[config.mk]
export PLATFORM = sky130hd
export DESIGN_NAME = mem_access_flat
export DESIGN_NICKNAME = d
export VERILOG_FILES = /design/src/rtl/mem_access_if.sv /design/src/rtl/mem_access.sv /design/src/flat_wrapper.sv
export SDC_FILE = /design/constraint.sdc
export NUM_CORES = 1
export LEC_CHECK = 0
export CAP_MARGIN = 20
export CORE_AREA = 2 2 150 152
export DETAILED_ROUTE_END_ITERATION = 8
export DIE_AREA = 0 0 152 154
export HOLD_SLACK_MARGIN = 0.02
export PLACE_DENSITY_LB_ADDON = 0.1
export RECOVER_POWER = 50
export SLEW_MARGIN = 20
export SYNTH_ARGS = -nofsm -noshare
export SYNTH_HDL_FRONTEND = slang
export SYNTH_SLANG_ARGS = --single-unit
[constraint.sdc]
create_clock -name clk -period 2.3 [get_ports clk]
set_input_delay 0.23 -clock clk [delete_from_list [all_inputs] [get_ports clk]]
set_output_delay 0.23 -clock clk [all_outputs]
set_load 0.02 [all_outputs]
[src/rtl/mem_access_if.sv]
// Data-bus request/acknowledge interface between the MEM-stage load/store engine and memory.
// The master drives a registered request; the slave returns a one-cycle ack with read data.
interface mem_access_if;
    logic        req;
    logic        we;
    logic [31:0] addr;
    logic [3:0]  sel;
    logic [31:0] wdata;
    logic        ack;
    logic [31:0] rdata;

    modport master (
        output req, we, addr, sel, wdata,
        input  ack, rdata
    );

    modport slave (
        input  req, we, addr, sel, wdata,
        output ack, rdata
    );
endinterface

[src/rtl/mem_access.sv]
// MEM-stage load/store engine: big-endian byte lanes, ack timeout and stall request to ctrl.
// Optional `MEM_ALIGN_CHECK_EN rejects misaligned halfword/word accesses without a bus cycle.
module mem_access #(
    parameter int unsigned ACK_TIMEOUT = 16
) (
    input  logic         clk,
    input  logic         rst,
    input  logic [5:0]   stall,
    input  logic [4:0]   ex_wd,
    input  logic         ex_wreg,
    input  logic [31:0]  ex_wdata,
    input  logic         ex_whilo,
    input  logic [31:0]  ex_hi,
    input  logic [31:0]  ex_lo,
    input  logic [7:0]   ex_aluop,
    input  logic [31:0]  ex_mem_addr,
    input  logic [31:0]  ex_reg2,
    output logic [4:0]   mem_wd,
    output logic         mem_wreg,
    output logic [31:0]  mem_wdata,
    output logic         mem_whilo,
    output logic [31:0]  mem_hi,
    output logic [31:0]  mem_lo,
    output logic         stallreq,
    mem_access_if.master dbus,
    output logic         bus_err
);

    localparam logic [7:0]  EXE_LB_OP  = 8'b1110_0000;
    localparam logic [7:0]  EXE_LBU_OP = 8'b1110_0100;
    localparam logic [7:0]  EXE_LH_OP  = 8'b1110_0001;
    localparam logic [7:0]  EXE_LHU_OP = 8'b1110_0101;
    localparam logic [7:0]  EXE_LW_OP  = 8'b1110_0011;
    localparam logic [7:0]  EXE_SB_OP  = 8'b1110_1000;
    localparam logic [7:0]  EXE_SH_OP  = 8'b1110_1001;
    localparam logic [7:0]  EXE_SW_OP  = 8'b1110_1011;
    localparam logic [31:0] ZERO_WORD  = 32'h0000_0000;
    localparam logic [7:0]  CNT_LAST   = 8'(ACK_TIMEOUT - 1);

    typedef enum logic [1:0] {IDLE, BUSY, DONE} state_t;

    state_t      state;
    logic [7:0]  cnt;
    logic        aborted;
    logic [31:0] rdata_q;

    logic        is_load, is_store, is_mem, is_half, is_word;
    logic        align_fault;
    logic [3:0]  st_sel;
    logic [31:0] st_wdata;
    logic [7:0]  load_byte;
    logic [15:0] load_half;
    logic [31:0] load_data;

    // Only stall[4] (mem_wb held) matters here; the other stages are ctrl's business.
    logic unused_stall;
    assign unused_stall = ^{stall[5], stall[3:0]};

    // NOTE: every combinational output gets a default first so no path can infer a latch.
    always_comb begin
        is_load = 1'b0;
        is_store = 1'b0;
        is_half = 1'b0;
        is_word = 1'b0;
        st_sel = 4'b1111;
        st_wdata = ex_reg2;
        case (ex_aluop)
            EXE_LB_OP, EXE_LBU_OP: is_load = 1'b1;
            EXE_LH_OP, EXE_LHU_OP: begin is_load = 1'b1; is_half = 1'b1; end
            EXE_LW_OP:             begin is_load = 1'b1; is_word = 1'b1; end
            EXE_SB_OP: begin
                is_store = 1'b1;
                st_sel = 4'b1000 >> ex_mem_addr[1:0];
                st_wdata = {4{ex_reg2[7:0]}};
            end
            EXE_SH_OP: begin
                is_store = 1'b1;
                is_half = 1'b1;
                st_sel = ex_mem_addr[1] ? 4'b0011 : 4'b1100;
                st_wdata = {2{ex_reg2[15:0]}};
            end
            EXE_SW_OP: begin is_store = 1'b1; is_word = 1'b1; end
            default: ;
        endcase
        is_mem = is_load | is_store;
    end

`ifdef MEM_ALIGN_CHECK_EN
    assign align_fault = (is_half && ex_mem_addr[0]) || (is_word && (ex_mem_addr[1:0] != 2'b00));
`else
    assign align_fault = 1'b0;
`endif

    // Big-endian lanes: address offset 0 is the most significant byte.
    always_comb begin
        case (ex_mem_addr[1:0])
            2'b00:   load_byte = rdata_q[31:24];
            2'b01:   load_byte = rdata_q[23:16];
            2'b10:   load_byte = rdata_q[15:8];
            default: load_byte = rdata_q[7:0];
        endcase
        load_half = ex_mem_addr[1] ? rdata_q[15:0] : rdata_q[31:16];
        case (ex_aluop)
            EXE_LB_OP:  load_data = {{24{load_byte[7]}}, load_byte};
            EXE_LBU_OP: load_data = {24'h0, load_byte};
            EXE_LH_OP:  load_data = {{16{load_half[15]}}, load_half};
            EXE_LHU_OP: load_data = {16'h0, load_half};
            default:    load_data = rdata_q;
        endcase
    end

    always_comb begin
        mem_wd    = ex_wd;
        mem_wreg  = ex_wreg;
        mem_wdata = ex_wdata;
        mem_whilo = ex_whilo;
        mem_hi    = ex_hi;
        mem_lo    = ex_lo;
        stallreq  = 1'b0;
        case (state)
            IDLE: begin
                if (is_mem) begin
                    stallreq = 1'b1;
                    mem_wreg = 1'b0;
                end
            end
            BUSY: begin
                stallreq = 1'b1;
                mem_wreg = 1'b0;
            end
            default: begin
                mem_wreg = ex_wreg & ~aborted & ~is_store;
                if (is_load) mem_wdata = load_data;
            end
        endcase
    end

    // NOTE: sequential state uses non-blocking assignments so every register samples pre-edge values.
    always_ff @(posedge clk or negedge rst) begin
        if (!rst) begin
            state      <= IDLE;
            cnt        <= 8'd0;
            aborted    <= 1'b0;
            rdata_q    <= ZERO_WORD;
            dbus.req   <= 1'b0;
            dbus.we    <= 1'b0;
            dbus.addr  <= ZERO_WORD;
            dbus.sel   <= 4'b0000;
            dbus.wdata <= ZERO_WORD;
            bus_err    <= 1'b0;
        end else begin
            bus_err <= 1'b0;
            case (state)
                IDLE: begin
                    if (is_mem) begin
                        if (align_fault) begin
                            aborted <= 1'b1;
                            bus_err <= 1'b1;
                            state   <= DONE;
                        end else begin
                            dbus.req   <= 1'b1;
                            dbus.we    <= is_store;
                            dbus.addr  <= {ex_mem_addr[31:2], 2'b00};
                            dbus.sel   <= st_sel;
                            dbus.wdata <= st_wdata;
                            cnt        <= 8'd0;
                            aborted    <= 1'b0;
                            state      <= BUSY;
                        end
                    end
                end
                BUSY: begin
                    // An ack arriving on the last allowed cycle still completes the transfer.
                    if (dbus.ack) begin
                        rdata_q  <= dbus.rdata;
                        dbus.req <= 1'b0;
                        state    <= DONE;
                    end else if (cnt == CNT_LAST) begin
                        dbus.req <= 1'b0;
                        bus_err  <= 1'b1;
                        aborted  <= 1'b1;
                        state    <= DONE;
                    end else begin
                        cnt <= cnt + 8'd1;
                    end
                end
                default: begin
                    if (!stall[4]) state <= IDLE;
                end
            endcase
        end
    end

endmodule

[src/flat_wrapper.sv]
// flat-port wrapper written by rule: the top's interface ports become plain ports
module mem_access_flat 
#(
    parameter int unsigned ACK_TIMEOUT = 16
)
  (clk, rst, stall, ex_wd, ex_wreg, ex_wdata, ex_whilo, ex_hi, ex_lo, ex_aluop, ex_mem_addr, ex_reg2, mem_wd, mem_wreg, mem_wdata, mem_whilo, mem_hi, mem_lo, stallreq, bus_err, dbus_req, dbus_we, dbus_addr, dbus_sel, dbus_wdata, dbus_ack, dbus_rdata);
  mem_access_if dbus_i ();
  input  logic clk;
  input  logic rst;
  input  logic [5:0] stall;
  input  logic [4:0] ex_wd;
  input  logic ex_wreg;
  input  logic [31:0] ex_wdata;
  input  logic ex_whilo;
  input  logic [31:0] ex_hi;
  input  logic [31:0] ex_lo;
  input  logic [7:0] ex_aluop;
  input  logic [31:0] ex_mem_addr;
  input  logic [31:0] ex_reg2;
  output logic [4:0] mem_wd;
  output logic mem_wreg;
  output logic [31:0] mem_wdata;
  output logic mem_whilo;
  output logic [31:0] mem_hi;
  output logic [31:0] mem_lo;
  output logic stallreq;
  output logic bus_err;
  output wire logic [$bits(dbus_i.req)-1:0] dbus_req;
  output wire logic [$bits(dbus_i.we)-1:0] dbus_we;
  output wire logic [$bits(dbus_i.addr)-1:0] dbus_addr;
  output wire logic [$bits(dbus_i.sel)-1:0] dbus_sel;
  output wire logic [$bits(dbus_i.wdata)-1:0] dbus_wdata;
  input wire logic [$bits(dbus_i.ack)-1:0] dbus_ack;
  input wire logic [$bits(dbus_i.rdata)-1:0] dbus_rdata;
  assign dbus_req = dbus_i.req;
  assign dbus_we = dbus_i.we;
  assign dbus_addr = dbus_i.addr;
  assign dbus_sel = dbus_i.sel;
  assign dbus_wdata = dbus_i.wdata;
  assign dbus_i.ack = dbus_ack;
  assign dbus_i.rdata = dbus_rdata;
  mem_access #(.ACK_TIMEOUT(ACK_TIMEOUT)) u_core (.clk(clk), .rst(rst), .stall(stall), .ex_wd(ex_wd), .ex_wreg(ex_wreg), .ex_wdata(ex_wdata), .ex_whilo(ex_whilo), .ex_hi(ex_hi), .ex_lo(ex_lo), .ex_aluop(ex_aluop), .ex_mem_addr(ex_mem_addr), .ex_reg2(ex_reg2), .mem_wd(mem_wd), .mem_wreg(mem_wreg), .mem_wdata(mem_wdata), .mem_whilo(mem_whilo), .mem_hi(mem_hi), .mem_lo(mem_lo), .stallreq(stallreq), .dbus(dbus_i), .bus_err(bus_err));
endmodule
==> flow_metrics.tcl, run 1 <==
set metrics [dict create \
    die_y_um 154 \
    diodes 0 \
    place.gp.congestion 0.945 \
    edff_count_synth 0 \
    detail_route.wirelength.met1_um 9050 \
    timing_hold_violations_final 0 \
    cp.arrival_ps 2010 \
    tritoncts "built" \
    max-clock-path-buffers 2 \
    clock_pin_slew_worst_setup_and_hold_paths_ps 80 \
    layout.cells.most_common "clkdlybuf4s50_1" \
    clock_power_share_pct 24.2 \
    seq_area_frac_synth_pct 43.6 \
    cts.root.buffer_cell "clkbuf_16" \
    clkSinkCount 112 \
    buffer_ports.inserted 243 \
    timing.final.crit_period_ps 2240 \
    worst-endpoint-required_ps 2070 \
    worst-slew-pin-transition_ps 1240 \
    coreArea_sq_um 21700 \
    power.combinational.fraction_pct 33.2 \
    drive_gt1_share_pct 18.7 \
    num_vias 5840 \
    worst_skew_pair.late_latency_ps 350 \
    async_set_or_reset_register_ratio_after_synthesis_pct 100 \
    post_synth.cell_area_avg_sq_um 8.95 \
    finalSetupViolCount 0 \
    power_density_nw_per_um2 688 \
    met2_wirelength_um 12600 \
    flop_pwr_share_pct 42.5 \
    unrepaired_setup_endpoints_after_global_routing "yes" \
    remaining_drc_errors 0 \
    number_of_placed_i_o_pins 391 \
    grt_antenna_before_repair 0 \
    wirelength_um 24000 \
    rel_slew_slack_pct 17.5 \
    detail_route.vias_per_cell 4.87 \
    power.static_leakage_nw 4.19 \
    post-place-ws_ps -486 \
    end_kind "primary output" \
    dominantRegCellSynth "dfrtp_1" \
    crit_fanout 29 \
    placementRows 54 \
    initial_utilization_pct 29.6 \
    cts_inserted_buffers 9 \
    synth.lib_cells_used.distinct 48 \
    maxUsedRoutingLayer "met4" \
    overflow 0 \
    layout.cells.most_common_list "197 x clkdlybuf4s50_1, 185 x nand2_1, 111 x dfrtp_1" \
    power_report.internal_total_mw 4.21 \
    timing.hold.worst.class "primary input to register" \
    grt_pass1_vias 6003 \
    layout.nets 1130 \
    area_delta_synth_final_pct 43.9 \
    dr.first_iter.drc_count 301 \
    peak_vdd_ir_v 0.000355 \
    routedWlPerCell_um 20.0 \
    cap_violations 0 \
    netSwitchingFraction_pct 33.8 \
    yosys_warns 0 \
    final.setup.worst_slack_ps 59.5 \
    detailedRoute.firstPassIterationCount 5 \
    final_util_pct 42.6 \
    floorplan.die_area_sq_um 23400 \
    grt_start_max_net_pins 90 \
    timing.final.max_slew_violations 0 \
    grt_usage_pct 19.8 \
    filler_cell_count 2112 \
    htree_levels 3 \
    run_status "finished, final reports clean" \
    fin_tns_setup_ps 0 \
    ys_ff_latch 112 \
    fin_worst_skew_ps 5.74 \
    grt_pass1_wl_um 36000 \
    netSwitchingPower_mw 2.15 \
    syn_area_sq_um 6420 \
    maxClockFrequency_mhz 446 \
    met3_wirelength_um 1690 \
    min_period_over_period_pct 97.4 \
    totalPowerFinal_mw 6.36 \
    post_synth_inst_count 718 \
    worst_setup_path_start_kind "primary input" \
    route.antenna.remaining_nets 0 \
    criticalPathCategory "primary input to primary output" \
    hpwlAfterDp_um 19100 \
    die_width_um 152 \
]
-- final cells by class --
| class | instances | area [sq um] | area share, % |
|---|---|---|---|
| Tap cell | 280 | 350 | 3.79 |
| Timing Repair Buffer | 302 | 2810 | 30.4 |
| Clock inverter | 6 | 62.6 | 0.677 |
| Sequential cell | 112 | 2800 | 30.3 |
| Multi-Input combinational cell | 483 | 2970 | 32.1 |
| Clock buffer | 10 | 229 | 2.48 |
| Inverter | 5 | 18.8 | 0.203 |
-- timing repair --
item	CTS	global route
gates cloned	1	0
gates resized for setup	144	41
setup endpoints to repair	33	31
pin swaps	3	2
hold buffers	1	0
setup buffers	1	0
endpoints found under the hold margin	44	0
-- synthesized netlist by cell type (2+ instances only) --
cell       number  area, sq um
mux2i_1        37          370
or3_1           2         12.5
and4b_1         2         20.0
nor2b_1         5         31.3
nand4_1         2         12.5
buf_1          11         41.3
buf_2           8         40.0
o21a_1          4         30.0
or4_1           2         15.0
xnor2_1         2         17.5
a21o_1          3         22.5
o21bai_1        2         15.0
a31oi_1        27          169
o211a_1         2         20.0
or2_2           3         18.8
o31ai_1         2         15.0
a211oi_1        7         52.6
o211ai_1       15          113
nand3_1         3         15.0
nor3_1          2         10.0
o2bb2ai_1       6         52.6
nor3b_1         2         15.0
buf_4          72          541
a21oi_1         8         40.0
o21ai_0        41          205
dfrtp_1       112         2800
clkbuf_1       27          101
a221oi_1        6         52.6
inv_1           5         18.8
nor2_1         49          184
nand2_1       185          694
nand2b_1        2         12.5
mux2_2         47          529
-- sequential cells by signal, indices dropped and copies added, names as in the netlist --
signal,count
u_core.dbus.wdata,32
u_core.rdata_q,32
u_core.dbus.addr,30
u_core.cnt,8
u_core.dbus.sel,4
u_core.state,2
u_core.aborted,1
u_core.bus_err,1
u_core.dbus.req,1
u_core.dbus.we,1
-- metal layers --
layer / up-vias / global-route usage [%]
met5: - / 0
met4: 0 / 5.96
met3: 37 / 6.23
met2: 241 / 36.1
met1: 2791 / 21.9
li1: 2771 / -
-- power groups by stage --
stage	Clock (mW)	Sequential [mW]	Combinational, mW
final	1.54	2.71	2.12
after global routing	1.69	2.76	2.28
after CTS	1.62	2.70	2.16
after detailed placement	0	2.73	2.16
after global placement	0	2.73	2.14
after floorplan	0	2.98	0.811
-- worst max-delay path, stage by stage --
cell and delay [ps]:
clkdlybuf4s50_1 410, nand4b_1 280, or2_4 330, buf_12 170, a221oi_2 200, o2bb2ai_1 110, clkdlybuf4s15_2 260
-- logic make-up (layout without fill, tap and decap cells) --
kind of cell / after synthesis / in the layout / synth area share (%)
compound gates: 130 / 130 / 13.3
simple gates: 264 / 264 / 16.8
buf+inv: 124 / 323 / 11.7
mux: 84 / 84 / 14.0
fa+ha+maj: 1 / 1 / 0.195
xor+xnor: 2 / 2 / 0.273
flops: 112 / 112 / 43.6
other cells: 1 / 2 / 0.0584
-- worst paths after layout --
kind	from	endpoint	slack, ps	depth (start not counted)
worst max-delay path	ex_aluop[4]	mem_wdata[11]	60	7
worst min-delay path	ex_mem_addr[23]	u_core.dbus.addr[23]	410	3
worst max register to register	u_core.state[1]	u_core.cnt[7]	370	5
worst min register to register	u_core.dbus.addr[31]	u_core.dbus.addr[31]	470	2
max in group asynchronous	rst	u_core.dbus.addr[9]	430	3
min in group asynchronous	rst	u_core.dbus.addr[30]	660	2
-- stage by stage --
stage / std cells / area, sq um / hold WS [ps]
final: 1198 / 9240 / 407
after global routing: 1198 / 9240 / 402
after CTS: 1199 / 9270 / 388
after detailed placement: 1180 / 8980 / 310
after global placement: 1180 / 8980 / 307
after floorplan: 719 / 6430 / -65.6
Power figures use the tool's default switching activity.
==> run 2, diff against run 1 <==
--- a/config.mk
+++ b/config.mk
@@ -6,9 +6,10 @@
 export NUM_CORES = 1
 export LEC_CHECK = 0
 export CAP_MARGIN = 20
-export CORE_AREA = 2 2 150 152
+export CORE_AREA = 2 2 152 154
+export CTS_BUF_LIST = sky130_fd_sc_hd__clkbuf_8
 export DETAILED_ROUTE_END_ITERATION = 8
-export DIE_AREA = 0 0 152 154
+export DIE_AREA = 0 0 154 156
 export HOLD_SLACK_MARGIN = 0.02
 export PLACE_DENSITY_LB_ADDON = 0.1
 export RECOVER_POWER = 50
==> flow_metrics.tcl, run 2 (synthesized netlist as in run 1, its figures left out) <==
set metrics [dict create \
    run_status "finished, final reports clean" \
    post-place-ws_ps -452 \
    criticalPathCategory "primary input to primary output" \
    power_density_nw_per_um2 659 \
    grt_pass1_wl_um 36200 \
    clock_power_share_pct 19.5 \
    drive_gt1_share_pct 18.9 \
    netSwitchingFraction_pct 35.8 \
    grt_pass1_vias 5939 \
    coreArea_sq_um 22400 \
    critical_path.startpoint "ex_aluop[3]" \
    initial_utilization_pct 28.7 \
    placedInstanceArea_sq_um 8930 \
    die_y_um 156 \
    layout_top_registers "u_core.dbus.wdata (32), u_core.rdata_q (32), u_core.dbus.addr (30)" \
    place.gp.congestion 0.861 \
    buffer_ports.inserted 243 \
    fin_worst_skew_ps 16.5 \
    routedWlPerCell_um 20.5 \
    worst_setup_path_start_kind "primary input" \
    grt_start_max_net_pins 90 \
    critPathSlowestCell "clkdlybuf4s50_1" \
    finish.instance_area_sq_um 9140 \
    crit_fanout 19 \
    finalSetupViolCount 0 \
    area_delta_synth_final_pct 42.3 \
    num_vias 5788 \
    worst_skew_pair.late_latency_ps 390 \
    grt_usage_pct 19.7 \
    unrepaired_setup_endpoints_after_global_routing "yes" \
    timing.hold.worst.class "primary input to register" \
    hpwlAfterDp_um 18700 \
    end_kind "primary output" \
    power.static_leakage_nw 4.08 \
    power_report.internal_total_mw 3.87 \
    floorplan.die_area_sq_um 24000 \
    remaining_drc_errors 0 \
    cts.root.buffer_cell "clkbuf_8" \
    timing.reg2reg.worst_path_depth 4 \
    die_width_um 154 \
    peak_vdd_ir_v 0.000288 \
    final.setup.worst_slack_ps 74.8 \
    cell_breakdown_of_the_critical_path "clkdlybuf4s50_1, or2_2, or2_2, buf_8, buf_4, nand2_1, a31oi_1, clkbuf_2" \
    filler_cell_count 2211 \
    route.antenna.remaining_nets 0 \
    dr.first_iter.drc_count 351 \
    clkSinkCount 112 \
    totalPowerFinal_mw 6.03 \
    timing.final.max_slew_violations 0 \
    worst-slew-pin-transition_ps 1300 \
    placementRows 55 \
    netSwitchingPower_mw 2.15 \
    cp.arrival_ps 2000 \
    rel_slew_slack_pct 13.5 \
    layout.nets 1124 \
    cell_with_the_most_instances_on_the_worst_path "or2_2" \
    timing.final.crit_period_ps 2230 \
    min_period_over_period_pct 96.7 \
    layout.cells.most_common_list "204 x clkdlybuf4s50_1, 185 x nand2_1, 110 x dfrtp_1" \
    max-clock-path-buffers 2 \
    number_of_placed_i_o_pins 391 \
    clock_pin_slew_worst_setup_and_hold_paths_ps 110 \
    worst-r2r-setup-slack_ps 350 \
    htree_levels 3 \
    detailedRoute.firstPassIterationCount 4 \
    timing_hold_violations_final 0 \
    worst-endpoint-required_ps 2070 \
    flop_pwr_share_pct 45.2 \
    grt_antenna_before_repair 0 \
    holdCritStartpoint "ex_mem_addr[22]" \
    slowest_delay_ps 440 \
    reg2reg_from "u_core.state[0]" \
    maxClockFrequency_mhz 449 \
    cts_inserted_buffers 9 \
    power.combinational.fraction_pct 35.3 \
    tritoncts "built" \
    wirelength_um 24600 \
    layout.cells.most_common "clkdlybuf4s50_1" \
    critical_path.endpoint "mem_wdata[28]" \
    critical_path.reg2reg.endpoint "u_core.rdata_q[22]" \
    detail_route.vias_per_cell 4.84 \
    cap_violations 0 \
    diodes 0 \
    overflow 0 \
]
[run 2: changes by cell type in the layout (fill, tap and decap cells not counted), moves of 4 or more]
cell             change
dlygate4sd3_1        -8
clkbuf_8             +9
clkbuf_2             +7
clkbuf_16            -9
dlygate4sd2_1        +4
buf_4               -12
clkdlybuf4s50_1      +7
[run 2: area by class of cell]
type / instances / area, sq um / share of cell area (%)
Multi-Input combinational cell: 483 / 2980 / 32.6
Sequential cell: 112 / 2810 / 30.7
Timing Repair Buffer: 296 / 2790 / 30.5
Tap cell: 285 / 357 / 3.90
Clock buffer: 9 / 124 / 1.35
Clock inverter: 7 / 61.3 / 0.671
Inverter: 5 / 18.8 / 0.205
[run 2: what timing repair did]
action | in CTS | in global routing
cloned | 2 | 0
resized for setup | 125 | 50
hold endpoints to repair | 44 | 0
hold buffers | 1 | 0
buffers inserted | 3 | 0
pin swaps | 1 | 3
setup endpoints to repair | 33 | 30
[run 2: worst min-delay path by stage]
stage                           endpoint  slack [ps]  depth (start not counted)
floorplan                 u_core.aborted         -70                          0
global placement    u_core.dbus.wdata[5]         300                          1
detailed placement  u_core.dbus.wdata[6]         300                          1
CTS                  u_core.dbus.addr[6]         330                          3
global route        u_core.dbus.addr[23]         340                          3
finish              u_core.dbus.addr[22]         360                          3
[run 2: critical path, delay by kind of cell]
family | cells | cell delay, ps
AOI/OAI and AO/OA | 1 | 100
buffers and inverters | 4 | 950
and+or+nand+nor | 3 | 710
[run 2: power by group through the flow]
stage / Clock, mW / Combinational, mW / Sequential (mW)
floorplan: 0 / 0.811 / 2.98
global placement: 0 / 2.10 / 2.73
detailed placement: 0 / 2.13 / 2.75
CTS: 1.25 / 2.15 / 2.71
global route: 1.32 / 2.29 / 2.77
finish: 1.18 / 2.12 / 2.72
[run 2: metrics by stage]
step	cells	setup TNS (ps)	util, %	hold slack (ps)
floorplan	719	0	-	-65.6
finish	1197	0	40.9	359
global placement	1175	-11210	39.9	298
CTS	1197	-168	41.2	327
global route	1197	-5.30	40.9	338
detailed placement	1175	-12810	39.9	300
[run 2: metal layers]
layer	wire length, um	part of all wire [%]	track usage, %	up-vias
li1	-	-	-	2754
met1	10100	41	23.8	2782
met2	12500	51	35.1	216
met3	1520	6.2	5.00	36
met4	406	1.7	5.21	0
met5	0	0	0	-
==> run 3, diff against run 2 <==
--- a/config.mk
+++ b/config.mk
@@ -5,11 +5,12 @@
 export SDC_FILE = /design/constraint.sdc
 export NUM_CORES = 1
 export LEC_CHECK = 0
+export ABC_AREA = 1
 export CAP_MARGIN = 20
-export CORE_AREA = 2 2 152 154
+export CORE_AREA = 2 2 153 155
 export CTS_BUF_LIST = sky130_fd_sc_hd__clkbuf_8
 export DETAILED_ROUTE_END_ITERATION = 8
-export DIE_AREA = 0 0 154 156
+export DIE_AREA = 0 0 155 157
 export HOLD_SLACK_MARGIN = 0.02
 export PLACE_DENSITY_LB_ADDON = 0.1
 export RECOVER_POWER = 50
==> flow_metrics.tcl, run 3 <==
set metrics [dict create \
    critical_path.startpoint "ex_mem_addr[1]" \
    post-synth-top-count-cell "nand2_1" \
    clkSinkCount 112 \
    fin_worst_skew_ps 13.9 \
    dr.first_iter.drc_count 247 \
    reg2reg_from "u_core.state[1]" \
    buffer_ports.inserted 243 \
    instances_no_fill 1452 \
    grt_antenna_before_repair 0 \
    place.gp.congestion 0.827 \
    max-clock-path-buffers 2 \
    coreArea_sq_um 22500 \
    post_synth_inst_count 956 \
    power.static_leakage_nw 4.74 \
    placementRows 55 \
    cts.root.buffer_cell "clkbuf_8" \
    unrepaired_setup_endpoints_after_global_routing "yes" \
    worst-r2r-setup-slack_ps 350 \
    number_of_placed_i_o_pins 391 \
    synth_area_leader_cell "dfrtp_1" \
    area_delta_synth_final_pct 38.7 \
    grt_start_max_net_pins 57 \
    worst_skew_pair.late_latency_ps 400 \
    yosys-top-cells-area "dfrtp_1 41%, nand2_1 23%, buf_4 8.8%" \
    dominantRegCellSynth "dfrtp_1" \
    crit_fanout 16 \
    critical_path.reg2reg.endpoint "u_core.rdata_q[0]" \
    criticalPathCategory "primary input to primary output" \
    layout.cells.most_common "nand2_1" \
    power_density_nw_per_um2 669 \
    cap_violations 0 \
    cts_inserted_buffers 9 \
    die_y_um 157 \
    multi_input_comb_area_sq_um 3010 \
    seq_area_frac_synth_pct 41.4 \
    remaining_drc_errors 0 \
    run_status "finished, final reports clean" \
    critical_path.endpoint "mem_wdata[21]" \
    filler_cell_count 2420 \
    number_of_instances_on_the_worst_hold_path 3 \
    synth.lib_cells_used.distinct 34 \
    rel_slew_slack_pct 30.7 \
    synthTopCellsByCount "409 x nand2_1, 112 x dfrtp_1, 101 x nor2_1, 79 x buf_4, 67 x nand3_1" \
    tritoncts "built" \
    initial_utilization_pct 30.1 \
    clock_pin_slew_worst_setup_and_hold_paths_ps 130 \
    register_cell_area_after_layout_sq_um 2800 \
    worst-endpoint-required_ps 2070 \
    final.setup.worst_slack_ps 37.3 \
    timing.reg2reg.worst_path_depth 5 \
    detailedRoute.firstPassIterationCount 4 \
    timing.final.crit_period_ps 2260 \
    htree_levels 3 \
    num_vias 6539 \
    layout.nets 1379 \
    overflow 0 \
    min_period_over_period_pct 98.4 \
    timing.hold.worst.class "primary input to register" \
    post_synth.cell_area_avg_sq_um 7.07 \
    diodes 0 \
    holdCritStartpoint "ex_mem_addr[19]" \
    post-place-ws_ps -336 \
    ys_ff_latch 112 \
    wirelength_um 21900 \
    worst-slew-pin-transition_ps 1040 \
    hpwlAfterDp_um 16300 \
    worst_setup_path_start_kind "primary input" \
    grt_pass1_vias 6386 \
    layout_top_registers "u_core.dbus.wdata (32), u_core.rdata_q (32), u_core.dbus.addr (30)" \
    finalSetupViolCount 0 \
    routedWlPerCell_um 15.1 \
    timing_hold_violations_final 0 \
    async_set_or_reset_register_ratio_after_synthesis_pct 100 \
    end_kind "primary output" \
    maxClockFrequency_mhz 442 \
    edff_count_synth 0 \
    die_width_um 155 \
    grt_pass1_wl_um 34300 \
    totalPowerFinal_mw 6.27 \
    peak_vdd_ir_v 0.000334 \
    netlist.area_leader.share_pct 41.4 \
    drive_gt1_share_pct 12.9 \
    timing.final.max_slew_violations 0 \
    cp.arrival_ps 2030 \
    syn_area_sq_um 6760 \
    grt_usage_pct 17.7 \
    detail_route.vias_per_cell 4.50 \
    floorplan.die_area_sq_um 24300 \
    yosys_warns 0 \
    layout.cells.most_common_list "408 x nand2_1, 197 x clkdlybuf4s50_1, 112 x dfrtp_1" \
    post-place-cells 1431 \
    route.antenna.remaining_nets 0 \
]
-- run 3: cell types whose count changed after synthesis, moves of 27 or more --
| cell | before | now |
|---|---|---|
| nand2_1 | 185 | 409 |
| nand3_1 | 3 | 67 |
| a31oi_1 | 27 | 0 |
| a21oi_1 | 8 | 45 |
| mux2_2 | 47 | 14 |
| nor2_1 | 49 | 101 |
| mux2i_1 | 37 | 0 |
| inv_1 | 5 | 38 |
-- run 3: worst max-delay path, cell delays in order --
cell	delay (ps)
clkdlybuf4s50_1	490
buf_4	160
inv_1	70
buf_4	130
nand2_1	50
nand2_1	80
nand3_1	130
nand2_4	140
nor2_1	170
nor2_1	50
dlygate4sd2_1	320
-- run 3: cell type report --
type	count	area share, %
inverter	44	1.88
sequential	112	29.9
multi-input combinational	686	32.1
clock inverter	7	0.667
tap	285	3.80
clock buffer	9	1.32
timing repair buffer	309	30.4
-- run 3: routing by layer --
metal  routed length, um  track usage (%)
met2               10300             29.9
met4                 403             4.59
met3                1370             4.30
met1                9800             22.8
met5                   0                0
-- run 3: worst min-delay path by stage --
stage                     slack (ps)              endpoint
final                            350  u_core.dbus.addr[19]
after global routing             340  u_core.dbus.addr[16]
after CTS                        320         u_core.cnt[6]
after global placement           200         u_core.cnt[5]
after detailed placement         200         u_core.cnt[5]
after floorplan                  -70        u_core.aborted
-- run 3: timing repair --
action / 4_1_cts / 5_1_grt
resized for setup: 43 / 70
buffers inserted: 0 / 4
endpoints found under the hold margin: 26 / 0
pin swaps: 1 / 3
hold buffers: 1 / 0
endpoints found under the setup margin: 34 / 34
-- run 3: power breakdown --
part	internal, mW	switching (mW)	leakage [nW]	total (mW)
clock	0.420	0.789	0.0976	1.21
sequential	2.44	0.294	1.39	2.73
combinational	1.13	1.20	3.26	2.33
-- run 3: per-stage QoR --
| step | hold WS [ps] | cell area (sq um) | setup TNS (ps) | utilization (%) |
|---|---|---|---|---|
| detailed placement | 202 | 9290 | -10250 | 41.3 |
| floorplan | -65.6 | 6770 | 0 | - |
| CTS | 315 | 9460 | -304 | 42.1 |
| global placement | 200 | 9290 | -9780 | 41.3 |
| global route | 340 | 9380 | -213 | 41.7 |
| finish | 349 | 9380 | 0 | 41.7 |
-- run 3: logic make-up (layout without fill, tap and decap cells) --
kind of cell               after synthesis  count (layout)  share of synthesized area, %
xor gates and xnor gates                 4               4                         0.518
DFF                                    112             112                          41.4
buffers and inverters                  159             369                          14.5
and+or+nand+nor                        596             596                          35.7
AOI/OAI and AO/OA                       69              69                          5.27
muxes                                   14              14                          2.33
other                                    1               2                        0.0555
adders and majority gates                1               1                         0.185
